**src/rtl/mem_port_arbiter_if.sv**
```systemverilog
// Request/grant bundle between the three requesters, the arbiter and the unified memory macro.
// The slave modport is the arbiter's view; master is the view of everything around it.
interface mem_port_arbiter_if #(
    parameter int AW = 32
);
    logic          ld_req;
    logic [AW-1:0] ld_addr;
    logic [31:0]   ld_wdata;
    logic          ld_gnt;

    logic          d_req;
    logic          d_we;
    logic [3:0]    d_wmask;
    logic [AW-1:0] d_addr;
    logic [31:0]   d_wdata;
    logic          d_gnt;
    logic          d_rvalid;
    logic [31:0]   d_rdata;

    logic          f_req;
    logic [AW-1:0] f_addr;
    logic          f_gnt;
    logic          f_rvalid;
    logic [31:0]   f_rdata;

    logic          mem_en;
    logic          mem_we;
    logic [3:0]    mem_wmask;
    logic [AW-1:0] mem_addr;
    logic [31:0]   mem_wdata;
    logic [31:0]   mem_rdata;

    modport slave (
        input  ld_req, ld_addr, ld_wdata,
        input  d_req, d_we, d_wmask, d_addr, d_wdata,
        input  f_req, f_addr,
        input  mem_rdata,
        output ld_gnt,
        output d_gnt, d_rvalid, d_rdata,
        output f_gnt, f_rvalid, f_rdata,
        output mem_en, mem_we, mem_wmask, mem_addr, mem_wdata
    );

    modport master (
        output ld_req, ld_addr, ld_wdata,
        output d_req, d_we, d_wmask, d_addr, d_wdata,
        output f_req, f_addr,
        output mem_rdata,
        input  ld_gnt,
        input  d_gnt, d_rvalid, d_rdata,
        input  f_gnt, f_rvalid, f_rdata,
        input  mem_en, mem_we, mem_wmask, mem_addr, mem_wdata
    );
endinterface

```
**src/rtl/mem_port_arbiter.sv**
```systemverilog
// Single-port memory arbiter for loader, data path and instruction fetch.
// Fixed priority ld > d > f, with fetch promoted over data after MAX_WAIT consecutive denials.
module mem_port_arbiter #(
    parameter int AW       = 32,
    parameter int MAX_WAIT = 4
) (
    input logic              clk,
    input logic              rst,
    mem_port_arbiter_if.slave bus
);
    localparam int SW = $clog2(MAX_WAIT + 1);

    typedef enum logic [1:0] {
        TAG_NONE = 2'd0,
        TAG_D    = 2'd1,
        TAG_F    = 2'd2
    } tag_t;

    tag_t          tag_q, tag_d;
    logic [SW-1:0] starve_q, starve_d;
    logic          f_urgent;

    logic          ld_g, d_g, f_g;
    logic          m_en, m_we;
    logic [3:0]    m_wmask;
    logic [AW-1:0] m_addr;
    logic [31:0]   m_wdata;

    assign f_urgent = (starve_q == SW'(MAX_WAIT));

    always_ff @(posedge clk or negedge rst) begin
        if (!rst) begin
            tag_q    <= TAG_NONE;
            starve_q <= '0;
        end else begin
            tag_q    <= tag_d;
            starve_q <= starve_d;
        end
    end

    always_comb begin
        ld_g     = 1'b0;
        d_g      = 1'b0;
        f_g      = 1'b0;
        m_en     = 1'b0;
        m_we     = 1'b0;
        m_wmask  = '0;
        m_addr   = '0;
        m_wdata  = '0;
        tag_d    = TAG_NONE;
        starve_d = starve_q;

        // Grants are gated by rst so nothing reaches the memory while reset is held.
        if (rst) begin
            if (bus.ld_req) begin
                ld_g = 1'b1;
            end else if (bus.f_req && f_urgent) begin
                f_g = 1'b1;
            end else if (bus.d_req) begin
                d_g = 1'b1;
            end else if (bus.f_req) begin
                f_g = 1'b1;
            end
        end

        if (ld_g) begin
            m_en    = 1'b1;
            m_we    = 1'b1;
            m_wmask = 4'hF;
            m_addr  = bus.ld_addr;
            m_wdata = bus.ld_wdata;
        end else if (d_g) begin
            m_en    = 1'b1;
            m_we    = bus.d_we;
            m_wmask = bus.d_we ? bus.d_wmask : 4'h0;
            m_addr  = bus.d_addr;
            m_wdata = bus.d_we ? bus.d_wdata : '0;
        end else if (f_g) begin
            m_en    = 1'b1;
            m_addr  = bus.f_addr;
        end

        if (d_g && !bus.d_we) begin
            tag_d = TAG_D;
        end else if (f_g) begin
            tag_d = TAG_F;
        end

        if (f_g || !bus.f_req) begin
            starve_d = '0;
        end else if (!f_urgent) begin
            starve_d = starve_q + SW'(1);
        end
    end

    assign bus.ld_gnt    = ld_g;
    assign bus.d_gnt     = d_g;
    assign bus.f_gnt     = f_g;
    assign bus.mem_en    = m_en;
    assign bus.mem_we    = m_we;
    assign bus.mem_wmask = m_wmask;
    assign bus.mem_addr  = m_addr;
    assign bus.mem_wdata = m_wdata;

    assign bus.d_rvalid  = (tag_q == TAG_D);
    assign bus.f_rvalid  = (tag_q == TAG_F);
    assign bus.d_rdata   = (tag_q == TAG_D) ? bus.mem_rdata : '0;
    assign bus.f_rdata   = (tag_q == TAG_F) ? bus.mem_rdata : '0;
endmodule

```
**src/flat_wrapper.sv**
```systemverilog
// flat-port wrapper written by rule: the top's interface ports become plain ports
module mem_port_arbiter_flat 
#(
    parameter int AW       = 32,
    parameter int MAX_WAIT = 4
)
  (clk, rst, bus_ld_req, bus_ld_addr, bus_ld_wdata, bus_d_req, bus_d_we, bus_d_wmask, bus_d_addr, bus_d_wdata, bus_f_req, bus_f_addr, bus_mem_rdata, bus_ld_gnt, bus_d_gnt, bus_d_rvalid, bus_d_rdata, bus_f_gnt, bus_f_rvalid, bus_f_rdata, bus_mem_en, bus_mem_we, bus_mem_wmask, bus_mem_addr, bus_mem_wdata);
  mem_port_arbiter_if #(.AW(AW)) bus_i ();
  input logic clk;
  input logic rst;
  input wire logic [$bits(bus_i.ld_req)-1:0] bus_ld_req;
  input wire logic [$bits(bus_i.ld_addr)-1:0] bus_ld_addr;
  input wire logic [$bits(bus_i.ld_wdata)-1:0] bus_ld_wdata;
  input wire logic [$bits(bus_i.d_req)-1:0] bus_d_req;
  input wire logic [$bits(bus_i.d_we)-1:0] bus_d_we;
  input wire logic [$bits(bus_i.d_wmask)-1:0] bus_d_wmask;
  input wire logic [$bits(bus_i.d_addr)-1:0] bus_d_addr;
  input wire logic [$bits(bus_i.d_wdata)-1:0] bus_d_wdata;
  input wire logic [$bits(bus_i.f_req)-1:0] bus_f_req;
  input wire logic [$bits(bus_i.f_addr)-1:0] bus_f_addr;
  input wire logic [$bits(bus_i.mem_rdata)-1:0] bus_mem_rdata;
  output wire logic [$bits(bus_i.ld_gnt)-1:0] bus_ld_gnt;
  output wire logic [$bits(bus_i.d_gnt)-1:0] bus_d_gnt;
  output wire logic [$bits(bus_i.d_rvalid)-1:0] bus_d_rvalid;
  output wire logic [$bits(bus_i.d_rdata)-1:0] bus_d_rdata;
  output wire logic [$bits(bus_i.f_gnt)-1:0] bus_f_gnt;
  output wire logic [$bits(bus_i.f_rvalid)-1:0] bus_f_rvalid;
  output wire logic [$bits(bus_i.f_rdata)-1:0] bus_f_rdata;
  output wire logic [$bits(bus_i.mem_en)-1:0] bus_mem_en;
  output wire logic [$bits(bus_i.mem_we)-1:0] bus_mem_we;
  output wire logic [$bits(bus_i.mem_wmask)-1:0] bus_mem_wmask;
  output wire logic [$bits(bus_i.mem_addr)-1:0] bus_mem_addr;
  output wire logic [$bits(bus_i.mem_wdata)-1:0] bus_mem_wdata;
  assign bus_i.ld_req = bus_ld_req;
  assign bus_i.ld_addr = bus_ld_addr;
  assign bus_i.ld_wdata = bus_ld_wdata;
  assign bus_i.d_req = bus_d_req;
  assign bus_i.d_we = bus_d_we;
  assign bus_i.d_wmask = bus_d_wmask;
  assign bus_i.d_addr = bus_d_addr;
  assign bus_i.d_wdata = bus_d_wdata;
  assign bus_i.f_req = bus_f_req;
  assign bus_i.f_addr = bus_f_addr;
  assign bus_i.mem_rdata = bus_mem_rdata;
  assign bus_ld_gnt = bus_i.ld_gnt;
  assign bus_d_gnt = bus_i.d_gnt;
  assign bus_d_rvalid = bus_i.d_rvalid;
  assign bus_d_rdata = bus_i.d_rdata;
  assign bus_f_gnt = bus_i.f_gnt;
  assign bus_f_rvalid = bus_i.f_rvalid;
  assign bus_f_rdata = bus_i.f_rdata;
  assign bus_mem_en = bus_i.mem_en;
  assign bus_mem_we = bus_i.mem_we;
  assign bus_mem_wmask = bus_i.mem_wmask;
  assign bus_mem_addr = bus_i.mem_addr;
  assign bus_mem_wdata = bus_i.mem_wdata;
  mem_port_arbiter #(.AW(AW), .MAX_WAIT(MAX_WAIT)) u_core (.clk(clk), .rst(rst), .bus(bus_i));
endmodule
```
**config.mk**
```make
export PLATFORM = sky130hd
export DESIGN_NAME = mem_port_arbiter_flat
export DESIGN_NICKNAME = d
export VERILOG_FILES = /design/src/rtl/mem_port_arbiter_if.sv /design/src/rtl/mem_port_arbiter.sv /design/src/flat_wrapper.sv
export SDC_FILE = /design/constraint.sdc
export NUM_CORES = 1
export LEC_CHECK = 0
export ABC_CLOCK_PERIOD_IN_PS = 2200
export CORE_AREA = 2 2 131 133
export DETAILED_ROUTE_END_ITERATION = 6
export DIE_AREA = 0 0 133 135
export GPL_TIMING_DRIVEN = 1
export PLACE_DENSITY = 0.47
export SYNTH_ARGS = -nofsm -noshare
export SYNTH_HDL_FRONTEND = slang
export SYNTH_SLANG_ARGS = --single-unit
```
**constraint.sdc**
```tcl
create_clock -name clk -period 2.2 [get_ports clk]
set_input_delay 0.33 -clock clk [delete_from_list [all_inputs] [get_ports clk]]
set_output_delay 0.33 -clock clk [all_outputs]
set_load 0.05 [all_outputs]
```
-- Word level (Yosys, flattened, before mapping)
Index checks and enable logic that the tools add are counted.
- bits in registers: 5
- output and inout bits: 139
- input port bits: 202
- logic and storage cells: 43
- multiplexer cells: 31
- $add $sub $neg: 1
- equality and inequality tests: 4
- reductions and logical operators: 5
- operators by type and width (cell ; count):
    32-bit 2-to-1 mux ; 8
    1-bit 2-to-1 mux ; 16
    4-bit 2-to-1 mux ; 3
    3-bit 2-to-1 mux ; 2
    2-bit 2-to-1 mux ; 2
    3-bit by 1-bit adder with 3-bit output, second input constant ; 1
    3-bit == test, second input constant ; 1
    2-bit by 1-bit == test with 1-bit output, second input constant ; 1
    2-bit == test, second input constant ; 1
    1-bit logical AND ; 2
    1-bit zero test ; 2
    2-bit inequality test, second input constant ; 1
    1-bit logical OR ; 1

-- Depth between registers and ports, before layout
Gate-level depths: netlist of the first run.
- depth in word-level cells: 8
- gate-level depth with buffers: 7
- depth with buffers taken out: 5

-- Worst setup path after synthesis of the first run
No wires, ideal clock.
- kind: reg2out
- start: register u_core.starve_q[0]
- end: output port bus_mem_addr[23]
- data arrival time: 1.872 ns
- path slack: -0.002 ns
- stages on the path, launching flop included: 7
- cell sequence: dfrtp_1 > inv_1 > ha_1 > nand2_1 > a211oi_4 > buf_6 > a221o_1
- word-level cells in the longest chain between the ends: 8
- elaborated cells between the ends (all ways): 11
- RTL lines (element ; line ; text):
    from (decl) ; mem_port_arbiter.sv:20 ; logic [SW-1:0] starve_q, starve_d;
    from (signal assigned) ; mem_port_arbiter.sv:37 ; starve_q <= starve_d;
    3-bit == test ; mem_port_arbiter.sv:29 ; assign f_urgent = (starve_q == SW'(MAX_WAIT));
    1-bit logical AND ; mem_port_arbiter.sv:57 ; end else if (bus.f_req && f_urgent) begin
    1-bit 2-to-1 mux ; mem_port_arbiter.sv:57 ;
    1-bit 2-to-1 mux ; mem_port_arbiter.sv:55 ; if (bus.ld_req) begin
    1-bit 2-to-1 mux ; mem_port_arbiter.sv:54 ; if (rst) begin
    named net bus_f_gnt ; flat_wrapper.sv:26 ; output wire logic [$bits(bus_i.f_gnt)-1:0] bus_f_gnt;
    32-bit 2-to-1 mux ; mem_port_arbiter.sv:78 ; end else if (f_g) begin
    32-bit 2-to-1 mux ; mem_port_arbiter.sv:72 ; end else if (d_g) begin
    32-bit 2-to-1 mux ; mem_port_arbiter.sv:66 ; if (ld_g) begin
    to (decl) ; flat_wrapper.sv:32 ; output wire logic [$bits(bus_i.mem_addr)-1:0] bus_mem_addr;
The timed path passes the listed nets, and every way through them passes these cells.

-- Worst setup path in the final report of the first run
- start: register u_core.starve_q[0]
- end: output port bus_mem_addr[17]
- word-level cells in the longest chain between the ends: 8
- elaborated cells between the ends (all ways): 11
- RTL lines (element ; line):
    3-bit == test * ; mem_port_arbiter.sv:29
    1-bit logical AND * ; mem_port_arbiter.sv:57
    1-bit 2-to-1 mux ; mem_port_arbiter.sv:57
    1-bit 2-to-1 mux ; mem_port_arbiter.sv:55
    1-bit 2-to-1 mux ; mem_port_arbiter.sv:54
    32-bit 2-to-1 mux ; mem_port_arbiter.sv:78
    32-bit 2-to-1 mux * ; mem_port_arbiter.sv:72
    32-bit 2-to-1 mux * ; mem_port_arbiter.sv:66
Mark *: on every way between the ends. The rest lies on a longest branch, timed or not.

==> results of run 1 <==
cells by family after synthesis:
group                      share of synthesized area [%]
adders and majority gates                           1.38
buffers and inverters                               11.7
DFF                                                 6.90
and+or+nand+nor                                     39.4
AOI/OAI and AO/OA                                   40.6
area by class of cell:
class / instances / area [µm²] / share of cell area (%)
repair buffers: 364 / 5090 / 71.7
well taps: 220 / 275 / 3.87
inverters: 3 / 11.3 / 0.159
clock buffers: 4 / 78.8 / 1.11
flip-flops and latches: 5 / 125 / 1.76
multi-input cells: 190 / 1520 / 21.4
metrics by stage:
step	area, µm²	power (mW)	setup slack (ns)
finish	7100	1.91	0.0276
global route	7100	1.98	-0.0753
detailed placement	6880	1.59	-0.113
CTS	7020	1.90	0.00165
global placement	6880	1.58	-0.0696
floorplan	1820	0.677	0.0887
tightest hold or removal path: cells and delay by family:
family | cells | cell delay [ns]
buf+inv | 3 | 0.57
layout by cell type (no fill, tap or decap), types with 2 or more instances in the layout:
cell,n
buf_12,144
and3_2,3
a21o_1,4
clkdlybuf4s50_1,197
and2_1,64
buf_4,14
and3_1,29
inv_2,2
dlygate4sd2_1,4
a21oi_1,2
dfrtp_1,5
a22o_2,31
a221o_2,8
buf_6,2
a221o_1,24
clkbuf_16,5
o211ai_1,2
or3_2,2
nor2b_1,3
cells in the mapped netlist (2+ instances only):
cell | count | area [µm²]
and2_1 | 64 | 400
a221o_1 | 32 | 320
a22o_2 | 31 | 310
and3_1 | 30 | 188
clkbuf_1 | 13 | 48.8
buf_6 | 8 | 90.1
dfrtp_1 | 5 | 125
a21o_1 | 4 | 30.0
and3_2 | 3 | 22.5
buf_8 | 3 | 45.0
inv_1 | 3 | 11.3
nor2b_1 | 3 | 18.8
a21oi_1 | 2 | 10.0
buf_2 | 2 | 10.0
ha_1 | 2 | 25.0
nand2_1 | 2 | 7.51
o211ai_1 | 2 | 15.0
or3_2 | 2 | 15.0
worst max-delay path by stage:
stage	start	end	slack [ns]	depth (start not counted)
6_report	u_core.starve_q[0]$_DFFE_PN0P_	bus_mem_addr[17]	0.03	7
5_1_grt	u_core.starve_q[0]$_DFFE_PN0P_	bus_mem_addr[10]	-0.08	8
4_1_cts	u_core.starve_q[0]$_DFFE_PN0P_	bus_mem_addr[17]	0.002	7
3_5_place_dp	rst	bus_mem_addr[17]	-0.11	7
3_3_place_gp	rst	bus_mem_addr[9]	-0.07	7
2_1_floorplan	u_core.starve_q[0]$_DFFE_PN0P_	bus_mem_addr[10]	0.09	6
state kept, by name, indices dropped and copies added (netlist names):
register	cells
u_core.tag_q	2
u_core.starve_q	3
power by group:
part	internal [mW]	switching, mW
Sequential	0.0986	0.00508
Clock	0.240	0.0570
Combinational	0.842	0.663
Total	1.18	0.725
per-layer routing:
layer | GRT usage, % | wire (µm) | vias up | share of wire [%]
li1 | - | - | 1550 | -
met4 | 3.29 | 259 | 0 | 1.9
met2 | 27.3 | 7420 | 198 | 53
met3 | 3.38 | 1080 | 18 | 7.8
met5 | 0 | 0 | - | 0
met1 | 15.8 | 5140 | 1485 | 37
what timing repair did:
item / CTS / global route
hold buffers: 0 / 0
setup endpoints to repair: 70 / 70
gates resized for setup: 11 / 5
pin swaps: 17 / 13
gates cloned: 1 / 2
buffers inserted: 3 / 1
==> metrics.md, run 1 <==
| Metric | Value |
|---|---|
| Status | finished clean |
| Synth Instances | 225 |
| Total global routing overflow | 0 |
| Clock latency on the worst-skew pair | between 0.2 and 0.25 ns |
| Post-synth EDFFs | 0 |
| Type of the worst min-delay path | in2async |
| Crit-path max cell delay | between 0.3 and 0.4 ns |
| Final nets | 771 |
| Syn Area/Cell | between 8 and 9 µm² |
| Top cell family by delay on the critical path | buffers and inverters |
| Worst path slowest cell | dfrtp_1 |
| Sequential-to-total area share from yosys stat | 6.90% |
| RSZ-0062 raised after global routing | yes |
| Max-slew violations | 0 |
| Clk_skew | roughly 0.00043 ns |
| Worst-path cell chain | inv_2, ha_4, nand3_2, and3_4, buf_12, a221o_1, buf_12 |
| LEAKAGE | roughly 3 nW |
| Peak VDD IR | roughly 250 µV |
| Die height | between 100 and 150 µm |
| Clock sink count | 5 |
| Worst-Margin Slew | roughly 0.30 ns |
| Fill count | between 1500 and 2000 |
| Vias in the first global route | 3445 |
| Tmin final | 2.17 ns |
| Util after Layout | 43.3% |
| Worst Path Buf+Inv | 3 |
| GP Congestion | around 0.83 |
| WHS | around 0.34 ns |
| Final hold vios | 0 |
| DR iter-0 viols | between 70 and 80 |
| Clock Tree Buf Depth | 2 |
| RR Startpoint | u_core.starve_q[0]$_DFFE_PN0P_ |
| Via count | between 3000 and 4000 |
| Count of cell types in the netlist | 32 |
| # setup viols final | 0 |
| Startpoint types | flip-flop |
| Ys Warns | 0 |
| Overall Global Routing Usage | around 14% |
| Max_cap viols | 0 |
| Worst Path Required | about 1.9 ns |
| Post-Syn Area | roughly 0.0018 mm² |
| Post-detail-place hpwl | around 12 mm |
| Core area | around 0.016 mm² |
| Area delta synth->final | 292% |
| Starting Density | about 11% |
| I/O pins | approximately 340 |
| Post-Layout Cell Count | around 800 |
| CTS tree | built |
| DIE AREA | about 0.018 mm² |
| RR Endpoint | u_core.starve_q[0]$_DFFE_PN0P_ |
| Top FF cell, synth | dfrtp_1 |
| Worst-path maximum fanout | 25 |
| Pin count of the biggest net entering global routing | 38 |
| Yosys reg bits | 5 |
| Peak Freq | between 400 and 500 MHz |
| Final worst-path cycle share | 98.7% |
| Clock-pin slew on the worst setup and hold paths | 0.03 ns |
| Number of buffers inserted by port buffering | 340 |
| Post-synth ARST share | 100% |
| Worst reg-to-reg path cell count | 6 |
| PwrDens | ~270 mW/mm² |
| CTS buffer count | 3 |
| WL final | around 14 mm |
| Critical Setup Path Class | reg2out |
| H-tree levels | 1 |
| Placement Rows | 47 |
| Avg WL per Cell | ~18 µm |
| Most frequent CP cell | buf_12 |
| DRT antenna net count | 0 |
| Antenna violations before repair | 0 |
| Max-slew headroom | 80.0% |
| Syn Nets | between 400 and 500 |
| Crit path DAT | 1.84 ns |
| Vias per cell | ~4.1 |
| Pre-Repair DR Iteration Count | 4 |
| Post-Place Cells | a little under 800 |
| Die W | 133 µm |
| Setup TNS | 0 ns |
| Drc violations | 0 |
| Antenna diode count | 0 |
| Global-route wire length before repair | ~20 mm |
| Clk root buf | clkbuf_16 |
| Flop2flop setup slack | between 0.6 and 0.7 ns |
| Worst setup EP type | output port |
| Proportion of layout cells with a drive suffix above 1 | about two fifths |
(Power assumes the default switching activity.)
==> run 2: changes to the inputs <==
--- a/constraint.sdc
+++ b/constraint.sdc
@@ -3,2 +3,2 @@
 set_output_delay 0.33 -clock clk [all_outputs]
-set_load 0.05 [all_outputs]
+set_load 0.005 [all_outputs]
==> run 2 against run 1 <==
Compared with the run above: via count increased by 1.1%; register-to-register slack worse by 0.13 ns; combinational power decreased by 45%; flip-flop and latch count unchanged; count of clock-buffer cells in the layout is the same; wire length shrank 6.5%; worst hold slack got worse by 0.011 ns; total power fell by 35%; sequential power is essentially flat; the flow now finishes with violations (setup timing); non-clock buffer count is 20 higher.
==> metrics.md, run 2 (synthesis gave the netlist of run 1 again) <==
| Metric | Value |
|---|---|
| DRT antenna net count | 0 (unchanged) |
| CTS tree | built |
| # setup viols final | 18 (+18) |
| Antenna diode count | 0 (unchanged) |
| Final hold vios | 0 (unchanged) |
| Vias in the first global route | 3396 (-1.4%) |
| Most common cell after layout, fill and taps aside | clkdlybuf4s50_1 |
| Global-route wire length before repair | 18.7 mm (-6.9%) |
| RR Endpoint | u_core.starve_q[0]$_DFFE_PN0P_ |
| Max_cap viols | 0 (unchanged) |
| GP Congestion | 0.803 (-3.8%) |
| Clock latency on the worst-skew pair | 0.23 ns (about the same) |
| Crit path DAT | 2.00 ns (+0.16 ns) |
| Starting Density | 11.1% (unchanged) |
| Largest register FFs | 3 (unchanged) |
| Status | finished with violations |
| Number of buffers inserted by port buffering | 340 (unchanged) |
| Placed Area | 0.00553 mm² (-20%) |
| Vias per cell | 4.08 (-1.4%) |
| Flop2flop setup slack | 0.51 ns (-0.13 ns) |
| I/O pins | 341 (unchanged) |
| Total Power | 1.23 mW (-35%) |
| Most frequent CP cell | buf_6 |
| Post-detail-place hpwl | 10.6 mm (-9.7%) |
| Crit-path max cell delay | 0.36 ns (-0.02 ns) |
| Worst-Margin Slew | 0.333 ns (+0.0348 ns) |
| Worst-path cell chain | inv_2, ha_4, buf_6, nand2_4, a211oi_4, buf_6, buf_12, buf_16, buf_6, a221o_1, buf_2 |
| Most flops, register | u_core.starve_q |
| Antenna violations before repair | 0 (unchanged) |
| H-tree levels | 1 (unchanged) |
| Worst Path Required | 1.87 ns (about the same) |
| Total global routing overflow | 0 (unchanged) |
| Avg WL per Cell | 16.1 µm (-8.8%) |
| Clock Tree Buf Depth | 2 (unchanged) |
| Final Cell Area | 0.00569 mm² (-20%) |
| Clock-pin slew on the worst setup and hold paths | 0.03 ns (about the same) |
| Final nets | 791 (+2.6%) |
| Clk root buf | clkbuf_16 |
| Max-slew headroom | 77.7% (-2.3 points) |
| Peak VDD IR | 182 µV (-27%) |
| PwrDens | 216 mW/mm² (-19%) |
| WL final | 13.0 mm (-6.5%) |
| Final worst-path cycle share | 106% (+6.9 points) |
| Startpoint types | flip-flop |
| CTS buffer count | 3 (unchanged) |
| Failing checks | setup timing |
| Peak Freq | 430 MHz (-6.6%) |
| Core area | 0.0164 mm² (unchanged) |
| WHS | 0.326 ns (-0.0112 ns) |
| Post-Place Cells | 782 (+0.90%) |
| Critical Setup Path Class | reg2out |
| Die height | 135 µm (unchanged) |
| Overall Global Routing Usage | 13.1% (-1.1 points) |
| Worst-path maximum fanout | 6 (-76%) |
| Most frequent cells in the layout | clkdlybuf4s50_1, and2_1, a221o_1, a22o_2, and3_1 |
| Setup TNS | -1.29 ns (-1.29 ns) |
| Pre-Repair DR Iteration Count | 4 (unchanged) |
| DIE AREA | 0.0180 mm² (unchanged) |
| Fin worst setup slack | -0.125 ns (-0.153 ns) |
| Post-Layout Cell Count | 806 (+2.5%) |
| Worst path slowest cell | dfrtp_1 |
| Max-slew violations | 0 (unchanged) |
| DR iter-0 viols | 84 (+18%) |
| RSZ-0062 raised after global routing | yes |
| LEAKAGE | 2.53 nW (-14%) |
| Area delta synth->final | 213% |
| Placement Rows | 47 (unchanged) |
| Type of the worst min-delay path | in2async |
| RR Startpoint | u_core.starve_q[1]$_DFFE_PN0P_ |
| Fill count | 1670 (+10%) |
| Die W | 133 µm (unchanged) |
| Tmin final | 2.33 ns (+0.153 ns) |
| Worst reg-to-reg path cell count | 8 (+2) |
| Drc violations | 0 (unchanged) |
| Top Registers | u_core.starve_q: 3 flops, u_core.tag_q: 2 flops |
| Pin count of the biggest net entering global routing | 35 (-7.9%) |
| Clock sink count | 5 (unchanged) |
| Proportion of layout cells with a drive suffix above 1 | 24.9% (-14 points) |
| Worst setup EP type | output port |
| Clk_skew | 0.00329 ns (+0.00286 ns) |
| Via count | 3287 (+1.1%) |
-- run 2: cell types whose count changed in the layout (fill, tap and decap cells not counted), sizes merged --
cell / change
buf: -94
clkdlybuf4s50: +70
clkbuf: +26
dlygate4sd2: +17
bufbuf: +1
-- run 2: routing by layer --
metal / wire length, µm / global-route usage, %
met1: 4660 / 13.7
met4: 223 / 3.17
met3: 990 / 2.78
met2: 7130 / 26.5
met5: 0 / 0
-- run 2: worst max-delay path by stage --
| stage | from | to | slack [ns] | cells past startpoint |
|---|---|---|---|---|
| 2_1_floorplan | u_core.starve_q[0]$_DFFE_PN0P_ | bus_mem_addr[23] | 0.38 | 6 |
| 3_3_place_gp | bus_ld_req | bus_mem_addr[6] | -0.37 | 6 |
| 3_5_place_dp | bus_ld_req | bus_mem_addr[3] | -0.43 | 6 |
| 4_1_cts | u_core.starve_q[0]$_DFFE_PN0P_ | bus_mem_addr[1] | -0.13 | 11 |
| 5_1_grt | u_core.starve_q[1]$_DFFE_PN0P_ | bus_mem_addr[20] | -0.17 | 11 |
| 6_report | u_core.starve_q[1]$_DFFE_PN0P_ | bus_mem_addr[20] | -0.13 | 11 |
-- run 2: repair_timing --
action / 4_1_cts / 5_1_grt
gates resized for setup: 185 / 46
hold endpoints to repair: 0 / 0
cloned: 5 / 1
pin swaps: 16 / 16
setup buffers: 13 / 3
hold buffers: 0 / 0
setup endpoints to repair: 72 / 59
-- run 2: where the power goes --
group / internal [mW] / switching [mW] / total, mW
clock: 0.240 / 0.0560 / 0.296
sequential: 0.0986 / 0.00483 / 0.103
combinational: 0.581 / 0.250 / 0.831
-- run 2: stage by stage --
| step | setup slack, ns | util, % |
|---|---|---|
| finish | -0.125 | 34.7 |
| global route | -0.175 | 34.7 |
| global placement | -0.368 | 33.7 |
| detailed placement | -0.433 | 33.7 |
| floorplan | 0.382 | - |
| CTS | -0.129 | 35.2 |
-- run 2: final cells by class --
type	count	area, µm²	share of cell area (%)
multi-input cells	190	1500	26.4
clock buffers	4	78.8	1.39
repair buffers	384	3690	64.9
flip-flops and latches	5	125	2.20
well taps	220	275	4.84
inverters	3	11.3	0.198
-- run 2: worst max-delay path, delay by kind of cell, from the launching register on --
family	cells	cell delay, ns
buf+inv	7	0.77
flops	1	0.36
fa+ha+maj	1	0.16
simple gates	1	0.07
compound gates	2	0.39
